===== src/rtl/pipeline_pkg.sv =====
// Shared codes for the integer pipeline hazard controller:
// result kinds, forward selects and redirect FSM states.
package pipeline_pkg;

  localparam logic [1:0] KIND_ALU  = 2'd0;
  localparam logic [1:0] KIND_LATE = 2'd1;
  localparam logic [1:0] KIND_LOAD = 2'd2;

  typedef enum logic [1:0] {
    FWD_RF = 2'd0,
    FWD_EX = 2'd1,
    FWD_LA = 2'd2,
    FWD_WB = 2'd3
  } fwd_sel_e;

  typedef enum logic [1:0] {
    BR_IDLE  = 2'd0,
    BR_REQ   = 2'd1,
    BR_FLUSH = 2'd2,
    BR_DONE  = 2'd3
  } br_state_e;

endpackage


===== src/rtl/pipeline_hazard_ctrl_if.sv =====
// Decode / fetch / ALU-stage signal bundle of the hazard controller.
// master = pipeline side driving requests, slave = the controller.
interface pipeline_hazard_ctrl_if #(
  parameter int KIND_W = 2
);
  logic              id_valid;
  logic [4:0]        id_rs;
  logic [4:0]        id_rt;
  logic              id_uses_rs;
  logic              id_uses_rt;
  logic [4:0]        id_rd;
  logic [KIND_W-1:0] id_kind;
  logic              br_late_enable;
  logic [31:0]       br_target;
  logic              redirect_ready;
  logic              stall_id;
  logic              flush_if_id;
  logic [1:0]        fwd_rs_sel;
  logic [1:0]        fwd_rt_sel;
  logic              redirect_valid;
  logic [31:0]       redirect_pc;
  logic              br_late_done;
  logic              br_err;

  modport master (
    output id_valid, id_rs, id_rt, id_uses_rs, id_uses_rt,
    output id_rd, id_kind,
    output br_late_enable, br_target, redirect_ready,
    input  stall_id, flush_if_id, fwd_rs_sel, fwd_rt_sel,
    input  redirect_valid, redirect_pc, br_late_done, br_err
  );

  modport slave (
    input  id_valid, id_rs, id_rt, id_uses_rs, id_uses_rt,
    input  id_rd, id_kind,
    input  br_late_enable, br_target, redirect_ready,
    output stall_id, flush_if_id, fwd_rs_sel, fwd_rt_sel,
    output redirect_valid, redirect_pc, br_late_done, br_err
  );
endinterface


===== src/rtl/pipeline_br_redirect_fsm.sv =====
// Late-branch redirect sequencer: IDLE -> REQ -> FLUSH -> DONE,
// with the flush hold counter and the sticky br_err flag.
module pipeline_br_redirect_fsm #(
  parameter int FLUSH_CYCLES = 2
) (
  input  logic        clk,
  input  logic        rst,
  input  logic        br_late_enable,
  input  logic [31:0] br_target,
  input  logic        redirect_ready,
  output logic        redirect_valid,
  output logic [31:0] redirect_pc,
  output logic        flush_if_id,
  output logic        br_late_done,
  output logic        br_err
);
  import pipeline_pkg::*;

  br_state_e   state_q, state_d;
  logic [3:0]  cnt_q, cnt_d;
  logic [31:0] pc_q;
  logic        err_q;

  always_comb begin
    state_d        = state_q;
    cnt_d          = cnt_q;
    redirect_valid = 1'b0;
    flush_if_id    = 1'b0;
    br_late_done   = 1'b0;
    unique case (state_q)
      BR_IDLE: begin
        if (br_late_enable) state_d = BR_REQ;
      end
      BR_REQ: begin
        redirect_valid = 1'b1;
        if (redirect_ready) begin
          state_d = BR_FLUSH;
          cnt_d   = 4'(FLUSH_CYCLES);
        end
      end
      BR_FLUSH: begin
        flush_if_id = 1'b1;
        cnt_d       = cnt_q - 4'd1;
        if (cnt_q == 4'd1) state_d = BR_DONE;
      end
      BR_DONE: begin
        br_late_done = 1'b1;
        state_d      = BR_IDLE;
      end
      default: state_d = BR_IDLE;
    endcase
  end

  always_ff @(posedge clk) begin
    if (rst) begin
      state_q <= BR_IDLE;
      cnt_q   <= 4'd0;
      pc_q    <= 32'd0;
      err_q   <= 1'b0;
    end else begin
      state_q <= state_d;
      cnt_q   <= cnt_d;
      if (br_late_enable && state_q == BR_IDLE)
        pc_q <= br_target;
      // a second late branch can't be queued behind the first
      if (br_late_enable && state_q != BR_IDLE)
        err_q <= 1'b1;
    end
  end

  assign redirect_pc = pc_q;
  assign br_err      = err_q;

endmodule


===== src/rtl/pipeline_hazard_ctrl.sv =====
// Destination scoreboard, stall/forward control and late-branch redirect.
// Define PIPELINE_FWD_EN for operand forwarding; otherwise stall-only.
module pipeline_hazard_ctrl #(
  parameter int FLUSH_CYCLES = 2,
  parameter int KIND_W       = 2
) (
  input  logic clk,
  input  logic rst,
  pipeline_hazard_ctrl_if.slave bus
);
  import pipeline_pkg::*;

  typedef struct packed {
    logic       v;
    logic [4:0] rd;
  } sb_t;

  sb_t  ex_q, la_q, wb_q;
  logic stall_raw, stall, flush;
  logic rs_ex, rs_la, rs_wb, rt_ex, rt_la, rt_wb;

  always_comb begin
    rs_ex = bus.id_uses_rs && ex_q.v && ex_q.rd != 5'd0 && ex_q.rd == bus.id_rs;
    rs_la = bus.id_uses_rs && la_q.v && la_q.rd != 5'd0 && la_q.rd == bus.id_rs;
    rs_wb = bus.id_uses_rs && wb_q.v && wb_q.rd != 5'd0 && wb_q.rd == bus.id_rs;
    rt_ex = bus.id_uses_rt && ex_q.v && ex_q.rd != 5'd0 && ex_q.rd == bus.id_rt;
    rt_la = bus.id_uses_rt && la_q.v && la_q.rd != 5'd0 && la_q.rd == bus.id_rt;
    rt_wb = bus.id_uses_rt && wb_q.v && wb_q.rd != 5'd0 && wb_q.rd == bus.id_rt;
  end

`ifdef PIPELINE_FWD_EN
  localparam logic [KIND_W-1:0] K_LATE = KIND_W'(KIND_LATE);
  localparam logic [KIND_W-1:0] K_LOAD = KIND_W'(KIND_LOAD);

  logic [KIND_W-1:0] ex_k, la_k;
  logic              ex_late;

  always_ff @(posedge clk) begin
    if (rst) begin
      ex_k <= '0;
      la_k <= '0;
    end else begin
      ex_k <= bus.id_kind;
      la_k <= ex_k;
    end
  end

  // a result not yet produced can't be forwarded
  assign ex_late   = ex_k == K_LATE || ex_k == K_LOAD;
  assign stall_raw = ((rs_ex || rt_ex) && ex_late) ||
                     ((rs_la || rt_la) && la_k == K_LOAD);

  always_comb begin
    bus.fwd_rs_sel = FWD_RF;
    if (rs_ex)      bus.fwd_rs_sel = FWD_EX;
    else if (rs_la) bus.fwd_rs_sel = FWD_LA;
    else if (rs_wb) bus.fwd_rs_sel = FWD_WB;
  end

  always_comb begin
    bus.fwd_rt_sel = FWD_RF;
    if (rt_ex)      bus.fwd_rt_sel = FWD_EX;
    else if (rt_la) bus.fwd_rt_sel = FWD_LA;
    else if (rt_wb) bus.fwd_rt_sel = FWD_WB;
  end
`else
  assign stall_raw = rs_ex || rs_la || rs_wb || rt_ex || rt_la || rt_wb;
  assign bus.fwd_rs_sel = FWD_RF;
  assign bus.fwd_rt_sel = FWD_RF;
`endif

  // flushed IF/ID is discarded, so holding it is pointless
  assign stall = stall_raw && !flush;

  always_ff @(posedge clk) begin
    if (rst) begin
      ex_q <= '0;
      la_q <= '0;
      wb_q <= '0;
    end else begin
      wb_q    <= la_q;
      la_q    <= ex_q;
      ex_q.v  <= bus.id_valid && !stall && !flush;
      ex_q.rd <= bus.id_rd;
    end
  end

  pipeline_br_redirect_fsm #(
    .FLUSH_CYCLES(FLUSH_CYCLES)
  ) u_br (
    .clk           (clk),
    .rst           (rst),
    .br_late_enable(bus.br_late_enable),
    .br_target     (bus.br_target),
    .redirect_ready(bus.redirect_ready),
    .redirect_valid(bus.redirect_valid),
    .redirect_pc   (bus.redirect_pc),
    .flush_if_id   (flush),
    .br_late_done  (bus.br_late_done),
    .br_err        (bus.br_err)
  );

  assign bus.flush_if_id = flush;
  assign bus.stall_id    = stall;

endmodule


===== src/flat_wrapper.sv =====
// flat-port wrapper written by rule: the top's interface ports become plain ports
module pipeline_hazard_ctrl_flat import pipeline_pkg::*;
#(
  parameter int FLUSH_CYCLES = 2,
  parameter int KIND_W       = 2
)
  (clk, rst, bus_id_valid, bus_id_rs, bus_id_rt, bus_id_uses_rs, bus_id_uses_rt, bus_id_rd, bus_id_kind, bus_br_late_enable, bus_br_target, bus_redirect_ready, bus_stall_id, bus_flush_if_id, bus_fwd_rs_sel, bus_fwd_rt_sel, bus_redirect_valid, bus_redirect_pc, bus_br_late_done, bus_br_err);
  pipeline_hazard_ctrl_if #(.KIND_W(KIND_W)) bus_i ();
  input  logic clk;
  input  logic rst;
  input wire logic [$bits(bus_i.id_valid)-1:0] bus_id_valid;
  input wire logic [$bits(bus_i.id_rs)-1:0] bus_id_rs;
  input wire logic [$bits(bus_i.id_rt)-1:0] bus_id_rt;
  input wire logic [$bits(bus_i.id_uses_rs)-1:0] bus_id_uses_rs;
  input wire logic [$bits(bus_i.id_uses_rt)-1:0] bus_id_uses_rt;
  input wire logic [$bits(bus_i.id_rd)-1:0] bus_id_rd;
  input wire logic [$bits(bus_i.id_kind)-1:0] bus_id_kind;
  input wire logic [$bits(bus_i.br_late_enable)-1:0] bus_br_late_enable;
  input wire logic [$bits(bus_i.br_target)-1:0] bus_br_target;
  input wire logic [$bits(bus_i.redirect_ready)-1:0] bus_redirect_ready;
  output wire logic [$bits(bus_i.stall_id)-1:0] bus_stall_id;
  output wire logic [$bits(bus_i.flush_if_id)-1:0] bus_flush_if_id;
  output wire logic [$bits(bus_i.fwd_rs_sel)-1:0] bus_fwd_rs_sel;
  output wire logic [$bits(bus_i.fwd_rt_sel)-1:0] bus_fwd_rt_sel;
  output wire logic [$bits(bus_i.redirect_valid)-1:0] bus_redirect_valid;
  output wire logic [$bits(bus_i.redirect_pc)-1:0] bus_redirect_pc;
  output wire logic [$bits(bus_i.br_late_done)-1:0] bus_br_late_done;
  output wire logic [$bits(bus_i.br_err)-1:0] bus_br_err;
  assign bus_i.id_valid = bus_id_valid;
  assign bus_i.id_rs = bus_id_rs;
  assign bus_i.id_rt = bus_id_rt;
  assign bus_i.id_uses_rs = bus_id_uses_rs;
  assign bus_i.id_uses_rt = bus_id_uses_rt;
  assign bus_i.id_rd = bus_id_rd;
  assign bus_i.id_kind = bus_id_kind;
  assign bus_i.br_late_enable = bus_br_late_enable;
  assign bus_i.br_target = bus_br_target;
  assign bus_i.redirect_ready = bus_redirect_ready;
  assign bus_stall_id = bus_i.stall_id;
  assign bus_flush_if_id = bus_i.flush_if_id;
  assign bus_fwd_rs_sel = bus_i.fwd_rs_sel;
  assign bus_fwd_rt_sel = bus_i.fwd_rt_sel;
  assign bus_redirect_valid = bus_i.redirect_valid;
  assign bus_redirect_pc = bus_i.redirect_pc;
  assign bus_br_late_done = bus_i.br_late_done;
  assign bus_br_err = bus_i.br_err;
  pipeline_hazard_ctrl #(.FLUSH_CYCLES(FLUSH_CYCLES), .KIND_W(KIND_W)) u_core (.clk(clk), .rst(rst), .bus(bus_i));
endmodule

===== config.mk =====
export PLATFORM = sky130hd
export DESIGN_NAME = pipeline_hazard_ctrl_flat
export DESIGN_NICKNAME = d
export VERILOG_FILES = /design/src/rtl/pipeline_pkg.sv /design/src/rtl/pipeline_hazard_ctrl_if.sv /design/src/rtl/pipeline_br_redirect_fsm.sv /design/src/rtl/pipeline_hazard_ctrl.sv /design/src/flat_wrapper.sv
export SDC_FILE = /design/constraint.sdc
export NUM_CORES = 1
export LEC_CHECK = 0
export BUFFER_PORTS_ARGS = -buffer_cell sky130_fd_sc_hd__buf_2
export CORE_ASPECT_RATIO = 0.8
export CORE_MARGIN = 3
export CORE_UTILIZATION = 40
export CTS_BUF_LIST = sky130_fd_sc_hd__clkbuf_4 sky130_fd_sc_hd__clkbuf_8
export DETAILED_ROUTE_END_ITERATION = 12
export PLACE_DENSITY = 0.71
export SLEW_MARGIN = 20
export SYNTH_ARGS = -nofsm -noshare
export SYNTH_HDL_FRONTEND = slang
export SYNTH_SLANG_ARGS = --single-unit

===== constraint.sdc =====
create_clock -name clk -period 1.4 [get_ports clk]
set_input_delay 0.14 -clock clk [delete_from_list [all_inputs] [get_ports clk]]
set_output_delay 0.14 -clock clk [all_outputs]
set_load 0.02 [all_outputs]

# Word-level counts from Yosys, hierarchy flattened
# Cells that the tools add are included.
[totals]
mem_bits_rw = 0
wordCells = 71
n_memories = 0
output_inout_bits = 41
latch_bits = 0
input_bits = 56
reg_bits = 57
mem_bits_ro = 0
[classes]
magnitude_cmp = 0
reduce_logical = 38
bitwise_logic = 0
n_mul = 0
add_sub_neg = 1
n_mux = 9
div = 0
eq_ne = 13
shifts = 0
[ops]
columns = ["operator", "count"]
rows = [
  ["== test 5 bit", 6],
  ["logical AND 1 bit", 23],
  ["nonzero test 5 bit", 3],
  ["case mux 2 bit (4 select lines)", 1],
  ["case mux 4 bit (2 select lines)", 1],
  ["2-to-1 mux 2 bit", 3],
  ["inequality test 2 bit, second input constant", 3],
  ["logical OR 1 bit", 5],
  ["== test 2 bit, second input constant", 2],
  ["== test 4 x 1 -> 1 bit, second input constant", 1],
  ["2-to-1 mux 4 bit", 1],
  ["nonzero test 2 bit", 2],
  ["subtractor 4 x 1 -> 4 bit, second input constant", 1],
  ["2-to-1 mux 1 bit", 3],
  ["AND reduction 3 bit", 1],
  ["== test 2 x 1 -> 1 bit, second input constant", 1],
  ["logical NOT 1 bit", 2],
  ["logical NOT 2 bit", 1],
  ["AND reduction 2 bit", 1],
]

# Longest topological paths before layout
# Gate-level depths: netlist (run 1).
[logic_depth]
depth_word = 12
depth_mapped = 7
ltp_nobuf = 7

# Modules after synthesis
# A second synthesis (run 1) with hierarchy kept.
[unflattened]
cells_unflattened = 280
hier_area_um2 = 2446.1
[by_module_without_submodules]
columns = ["mod", "n_inst", "cells_each", "area_each_um2", "seq_area_each_um2"]
rows = [
  ["pipeline_br_redirect_fsm", 1, 188, 1510.2, 780.7],
  ["pipeline_hazard_ctrl", 1, 92, 935.9, 360.3],
]

# Worst setup path after synthesis (run 1)
# Ideal clock, no wire load.
[synth_path]
path_kind = "reg-to-reg"
startpoint = "register u_core.u_br.state_q[0]"
endpoint = "register u_core.u_br.state_q[1]"
path_stages_with_launch = 7
required_ns = 1.272
arrival_time_ns = 1.531
setup_slack_ns = -0.259
setup_time_ns = 0.128
n_path_buf = 1
period_less_slack_ns = 1.659
cell_sequence = "dfxtp_1 > inv_1 > ha_1 > clkbuf_1 > a221oi_1 > mux2i_1 > nor2_1"
[synth_between]
elab_chain_cells = 3
elab_cells_between_ends = 9
classes_between = "6 x eq/ne; 1 x mux; 2 x reduce/logical"
[synth_rtl]
columns = ["element", "line", "text"]
rows = [
  ["start: declaration", "pipeline_br_redirect_fsm.sv:19", "br_state_e state_q, state_d;"],
  ["start signal: assignment", "pipeline_br_redirect_fsm.sv:61", "state_q <= state_d;"],
  ["== test 2 bit, or another cell as far along", "pipeline_br_redirect_fsm.sv:30", "unique case (state_q)"],
  ["inequality test 2 bit (no source line)", "--", ""],
  ["AND reduction 3 bit (no source line)", "--", ""],
]
# Parallel ways exist; a longest one is shown, timed or not.
# A chain may end at the register's enable or synchronous reset.

# Worst setup path in the final report (run 1)
[layout_path]
startpoint = "register u_core.ex_q[1] in the netlist's numbering"
endpoint = "output port bus_stall_id"
[layout_between]
elab_chain_cells = 9
elab_cells_between_ends = 13
classes_between = "2 x eq/ne; 11 x reduce/logical"
[layout_rtl]
columns = ["element", "line", "text"]
rows = [
  ["start: declaration", "pipeline_hazard_ctrl.sv:18", "sb_t ex_q, la_q, wb_q;"],
  ["nonzero test 5 bit", "pipeline_hazard_ctrl.sv:23, pipeline_hazard_ctrl.sv:26", ""],
  ["logical AND 1 bit (2 in a row)", "pipeline_hazard_ctrl.sv:23", "rs_ex = bus.id_uses_rs && ex_q.v && ex_q.rd != 5'd0 && ex_q.rd == bus.id_rs;"],
  ["logical OR 1 bit (2 in a row)", "pipeline_hazard_ctrl.sv:67", "assign stall_raw = rs_ex || rs_la || rs_wb || rt_ex || rt_la || rt_wb;"],
  ["logical OR 1 bit (*) (3 in a row)", "pipeline_hazard_ctrl.sv:67", ""],
  ["logical AND 1 bit (*)", "pipeline_hazard_ctrl.sv:73", "assign stall = stall_raw && !flush;"],
  ["end: declaration", "flat_wrapper.sv:21", "output wire logic [$bits(bus_i.stall_id)-1:0] bus_stall_id;"],
]
# Every way passes the cells marked *; elsewhere a longest branch is shown, timed or not.

==> out/metrics.yaml, run 1 <==
critical_path.cell_chain: "xor2_1 > nor4_1 > and3_1 > o221ai_4 > a31oi_4 > buf_6"
power_density_nw_per_um2: 1686
critPathLaunchType: "flip-flop"
syn-cell-area_um2: 2429
rr_endpoint: "u_core.ex_q[5]"
ys_ff_latch: 57
dieArea_um2: 7048
ys_types: 29
arrival_ps: 1800
via_count: 2210
layout-drive-gt1-share_pct: 40.30
portBuffers: 90
hold_buffers: 0
r2r_start: "u_core.wb_q[1]"
antenna_found_initial: 0
p_leak_nw: 1.659
core_um2: 5645
synth_async_sr_flop_share_pct: 0
path_delay_family: "simple AND/OR/NAND/NOR gates"
yosys_warnings: 0
setup_viol: 2
cts_tree: "built"
synth_edf_count: 0
numCtsBuffers: 9
avgSynthCellArea_um2: 8.643
nets: 455
dieWidth_um: 93.12
grt_pass1_wl_um: 9563
slowest_delay_ps: 340
grt.overflow.total: 0
track_usage_pct: 17.25
relSlewSlack_pct: 61.40
finalHoldViolCount: 0
fin_ws_ps: -542.1
yosysTopAreaCell: "dfxtp_1"
period_needed_ps: 1942
viasPerCell: 4.653
first_iter_violations: 89
stdcell_count: 475
cts_root_buf: "clkbuf_8"
insertion_delay_ps: 320
holdPathEnd: "u_core.ex_q[4]"
rows: 24
wl_um: 6211
hold_path_class: "primary input to flip-flop"
r2r_slack_ps: -190
ios: 97
timing.hold.ws_ps: 26.64
worstMarginPinSlew_ps: 579.0
peakVddDrop_mv: 1.006
dpl.hpwl_um: 4595
routabilityCongestion: 0.8973
drc: 0
start_util_pct: 43.02
required_ps: 1260
placed_area_um2: 3177
violations: "negative setup slack"
first_pass_iters: 4
critPathKind: "flip-flop to output pin"
cts.sinks: 57
yosys.area.top_type_share_pct: 46.99
critPathMaxFanout: 4
finalSetupTns_ps: -734.3
clock.fmax_mhz: 514.9
synthTopCellsByArea: "dfxtp_1 (47%), nand2_1 (10%), xor2_1 (8.7%), a21oi_1 (7.2%), nor2b_1 (4.6%)"
path_buf_inv: 1
yosysSeqAreaShare_pct: 46.99
period_share_pct: 138.7
cap_viol_max_count: 0
cts_buffer_depth: 2
area_growth_pct: 44.00
dpl.cell_count: 459
whs_path_depth: 2
finClkSkew_ps: 10.07
crit_path_end_kind: "output pin"
slew_viol_final: 0
ant_nets: 0
avgRoutedWirePerCell_um: 13.08
holdCritStartpoint: "bus_id_rd[4]"
rsz0062_at_grt: "true"
netlist_instances: 281
grt_max_degree: 33
clkTransAtPathRegs_ps: 60
status: "finished, violations left"
cp_slowest_cell: "dfxtp_2"
fin_area_um2: 3497
grt_pass1_vias: 2117
synth_flop_cell: "dfxtp_1"
diodes: 0
die_y_um: 75.70
htree_num_levels: 3
r2r_cells: 4
num-fill-cells: 506
sequential cells by signal, summed over array words and instances, names as in the netlist:
name and cells:
u_core.la_q 6, u_core.u_br.redirect_pc 32, u_core.u_br.cnt_q 4, u_core.u_br.state_q 2, u_core.wb_q 6, u_core.u_br.br_err 1, u_core.ex_q 6
cell type report:
class / count / area [µm²] / area share (%)
multi-input cells: 203 / 1314 / 37.57
flip-flops and latches: 57 / 1156 / 33.06
repair buffers: 115 / 686.9 / 19.64
clock buffers: 10 / 137.6 / 3.936
well taps: 78 / 97.59 / 2.791
clock inverters: 5 / 78.83 / 2.254
inverters: 7 / 26.28 / 0.7513
layer usage:
metal	track usage (%)	vias up	part of all wire (%)
li1	-	1141	-
met4	4.553	0	0.43
met2	29.61	55	50
met1	21.38	1012	44
met5	0	-	0
met3	5.429	2	5.2
kinds of logic (layout without fill, tap and decap cells):
logic type / count (synthesis) / after routing / synth area share (%)
adder cells (fa/ha/maj): 6 / 6 / 3.091
XOR/XNOR: 30 / 30 / 10.82
other: 1 / 4 / 0.1544
multiplexers: 2 / 2 / 0.8244
AND/OR/NAND/NOR: 116 / 116 / 22.72
buffers and inverters: 24 / 137 / 4.328
flip-flops: 57 / 57 / 46.99
AO/OA/AOI/OAI: 45 / 45 / 11.08
cells in the final DEF (no fill, tap or decap), drive strengths merged:
cell type / Yosys / final
clkbuf: 12 / 11
nor2b: 18 / 18
clkinvlp: 0 / 1
dfxtp: 57 / 57
a31oi: 1 / 1
a22oi: 2 / 2
nor3: 3 / 3
nand2b: 1 / 1
nor2: 8 / 8
or4: 3 / 3
clkinv: 0 / 1
xor2: 24 / 24
a31o: 1 / 1
o221ai: 3 / 3
a21oi: 35 / 35
conb: 1 / 4
a221oi: 1 / 1
and3: 7 / 7
ha: 6 / 6
nor4b: 1 / 1
nand2: 67 / 67
bufinv: 0 / 2
xnor2: 6 / 6
buf: 5 / 114
nor4: 6 / 6
nand3: 2 / 2
inv: 7 / 8
o21ai: 2 / 2
mux2i: 2 / 2
worst max path at each step:
stage | slack, ps | depth (start not counted) | start | endpoint
finish | -540 | 6 | u_core.ex_q[1] | bus_stall_id
global route | -620 | 6 | u_core.wb_q[1] | bus_stall_id
CTS | -540 | 6 | u_core.ex_q[1] | bus_stall_id
detailed placement | -220 | 6 | u_core.ex_q[2] | bus_stall_id
global placement | -200 | 6 | u_core.ex_q[4] | bus_stall_id
floorplan | -60 | 4 | u_core.la_q[2] | u_core.ex_q[5]
power by group:
| group | switching, mW | total [mW] | internal, mW |
|---|---|---|---|
| clock | 0.628 | 1.67 | 1.04 |
| sequential | 0.169 | 2.07 | 1.90 |
| combinational | 1.23 | 2.16 | 0.931 |
through the flow:
stage	worst slack (ps)	power [mW]	util, %
2_1_floorplan	-58.04	3.315	-
3_3_place_gp	-198.1	3.964	56.27
3_5_place_dp	-215.8	4.012	56.27
4_1_cts	-543.3	5.712	60.28
5_1_grt	-621.9	6.282	61.95
6_report	-542.1	5.897	61.95
repair_timing:
action                                  4_1_cts  5_1_grt
endpoints found under the setup margin        3       28
resized for setup                             4       16
pin swaps                                     5        4
cloned                                        0        1
setup buffers                                 0        0
cells in the mapped netlist (3+ instances only):
cell,n
nor2b_1,18
nor2_1,8
dfxtp_1,57
buf_4,4
xnor2_1,6
nand2_1,67
a21oi_1,35
nor4_1,6
o221ai_2,3
clkbuf_1,12
inv_1,5
ha_1,6
nor3_1,3
and3_1,7
xor2_1,24
worst register-to-register path: stages (launching register included):
cell and delay (ps):
dfxtp_1 340, or4_1 540, o221ai_2 280, nand3_2 120, nor4b_2 220
Note: power is estimated with default switching activity, not from simulation.
==> run 2: changes to the inputs <==
ABC_AREA = 1   (was default)
PLACE_DENSITY = 0.68   (was 0.71)
==> out/metrics.yaml, run 2 <==
status: "finished, violations left"
violations: "negative setup slack"
synth_async_sr_flop_share_pct: 0  # unchanged
rsz0062_at_grt: "true"
crit_path_end_kind: "output pin"
grt.overflow.total: 0  # unchanged
htree_num_levels: 3  # unchanged
numCtsBuffers: 9  # unchanged
finalHoldViolCount: 0  # unchanged
period_needed_ps: 1694  # -248.2 ps
fin_ws_ps: -293.9  # +248.2 ps
power_density_nw_per_um2: 1590  # -5.7%
arrival_ps: 1550  # -250 ps
critPathMaxFanout: 2  # -2
ys_types: 23  # -21%
peakVddDrop_mv: 1.147  # +14%
synth_compound_area_share_pct: 9.087  # -2.0 points
slew_viol_final: 0  # unchanged
dpl.hpwl_um: 5790  # +26%
via_count: 3067  # +39%
antenna_found_initial: 0  # unchanged
die_y_um: 81.69  # +7.9%
layout-drive-gt1-share_pct: 29.14  # -11 points
portBuffers: 90  # unchanged
endpoint: "bus_stall_id"
setup_viol: 1  # -1
first_iter_violations: 205  # +130%
dieWidth_um: 100.6  # +8.0%
drc: 0  # unchanged
r2r_slack_ps: 70  # +260 ps
area_growth_pct: 34.16
cts.sinks: 57  # unchanged
critPathKind: "flip-flop to output pin"
mostFrequentLayoutCell: "nand2_1"
yosysMostFrequentCell: "nor2_1"
yosys.area.top_type_share_pct: 39.84  # -7.1 points
viasPerCell: 4.668  # +0.33%
required_ps: 1260  # about the same
avgSynthCellArea_um2: 6.172  # -29%
track_usage_pct: 19.53  # +2.3 points
power.total_mw: 6.109  # +3.6%
ios: 97  # unchanged
cts_tree: "built"
worst_path_most_repeated_cell: "nor2_1"
finClkSkew_ps: 10.07  # -0.008400 ps
synth_xor_area_share_pct: 0.3058  # -11 points
period_share_pct: 121.0  # -18 points
synth_adder_area_share_pct: 2.621  # -0.47 points
ys_ff_latch: 57  # unchanged
avgRoutedWirePerCell_um: 11.85  # -9.4%
routabilityCongestion: 0.8763  # -2.3%
r2r_cells: 10  # +6
mostFrequentLayoutCells: "nand2_1 (120), nor2_1 (118), buf_2 (89)"
startpoint: "u_core.ex_q[4]"
hold_path_class: "primary input to flip-flop"
synth_commonest_cells: "nor2_1 (128), nand2_1 (121), dfxtp_1 (57)"
grt_max_degree: 33  # unchanged
cp_slowest_cell: "dfxtp_1"
nets: 630  # +38%
clock.fmax_mhz: 590.4  # +15%
cts_root_buf: "clkbuf_8"
wl_um: 7786  # +25%
largest_register_ffs: 32  # unchanged
dieArea_um2: 8218  # +17%
yosysTopAreaCell: "dfxtp_1"
synth_edf_count: 0  # unchanged
insertion_delay_ps: 340  # +20 ps
p_leak_nw: 2.053  # +24%
stdcell_count: 657  # +38%
synth_top_family_by_area: "simple AND/OR/NAND/NOR gates"
slowest_delay_ps: 320  # -20 ps
yosys_warnings: 0  # unchanged
cap_viol_max_count: 0  # unchanged
rows: 26  # +8.3%
fin_util_pct: 57.62  # -4.3 points
rr_endpoint: "u_core.u_br.cnt_q[2]"
grt_pass1_wl_um: 12580  # +32%
yosysSeqAreaShare_pct: 39.84  # -7.1 points
syn-cell-area_um2: 2864  # +18%
cts_buffer_depth: 2  # unchanged
diodes: 0  # unchanged
synthMuxAreaShare_pct: 0  # -0.82 points
synth_flop_cell: "dfxtp_1"
clkTransAtPathRegs_ps: 80  # +20 ps
synthTopCellsByArea: "dfxtp_1 (40%), nor2_1 (17%), nand2_1 (16%), inv_1 (7.2%), o21ai_0 (7.0%)"
timing.hold.ws_ps: 35.68  # +9.040 ps
placed_area_um2: 3426  # +7.8%
yosys.area_share.simple_pct: 37.09  # +14 points
pre_cts_slack_ps: -22.45  # +193.3 ps
start_util_pct: 42.95  # -0.073 points
ant_nets: 0  # unchanged
critical_path.cell_chain: "buf_4 > xnor2_1 > nand2_1 > nor2_1 > nand2_1 > nand3_1 > nor2_1 > nor2_1 > buf_4"
r2r_start: "u_core.u_br.state_q[0]"
grt_pass1_vias: 2742  # +30%
finalSetupTns_ps: -293.9  # +440.4 ps
dpl.cell_count: 634  # +38%
core_um2: 6669  # +18%
critPathLaunchType: "flip-flop"
netlist_instances: 464  # +65%
first_pass_iters: 5  # +1
fin_area_um2: 3842  # +9.9%
[run 2: critical path: cells and delay by family, from the launching register on]
family	cells	cell delay, ps
xor+xnor	1	150
buf+inv	2	290
flops	1	320
simple gates	6	470
[run 2: final cells by class]
cell class	instances	area [µm²]
flip-flops and latches	57	1165
fillers	674	2826
well taps	84	105.1
clock buffers	9	123.9
inverters	60	227.7
clock inverters	7	78.83
multi-input cells	334	1514
repair buffers	106	628.1
[run 2: power by group]
group	switching, mW	internal, mW
Clock	0.721	0.835
Combinational	1.47	0.914
Sequential	0.196	1.97
[run 2: how the worst min path moves through the flow]
stage,slack (ps),startpoint,cells after the start,end
global route,50,bus_br_target[6],3,u_core.u_br.redirect_pc[6]
CTS,20,bus_br_target[19],3,u_core.u_br.redirect_pc[19]
floorplan,250,bus_id_rd[0],2,u_core.ex_q[0]
global placement,350,bus_id_rd[0],3,u_core.ex_q[0]
finish,40,bus_br_target[17],3,u_core.u_br.redirect_pc[17]
detailed placement,350,bus_id_rd[3],3,u_core.ex_q[3]
[run 2: repair_timing]
item | CTS | global route
gates resized for setup | 33 | 31
endpoints found under the hold margin | 5 | 0
pin swaps | 1 | 2
setup buffers | 1 | 0
setup endpoints to repair | 5 | 40
gates cloned | 0 | 1
hold buffers | 5 | 0
[run 2: logic make-up after synthesis]
logic type | after synthesis
AO/OA/AOI/OAI | 50
XOR/XNOR | 1
adder cells (fa/ha/maj) | 6
buffers and inverters | 76
flip-flops | 57
other | 1
AND/OR/NAND/NOR | 273
[run 2: layer usage]
metal	vias to the layer above	GRT usage, %	share of wire, %
met3	10	7.555	9.6
li1	1618	-	-
met1	1327	25.18	47
met4	0	6.729	1.3
met2	112	29.83	43
met5	-	0	0
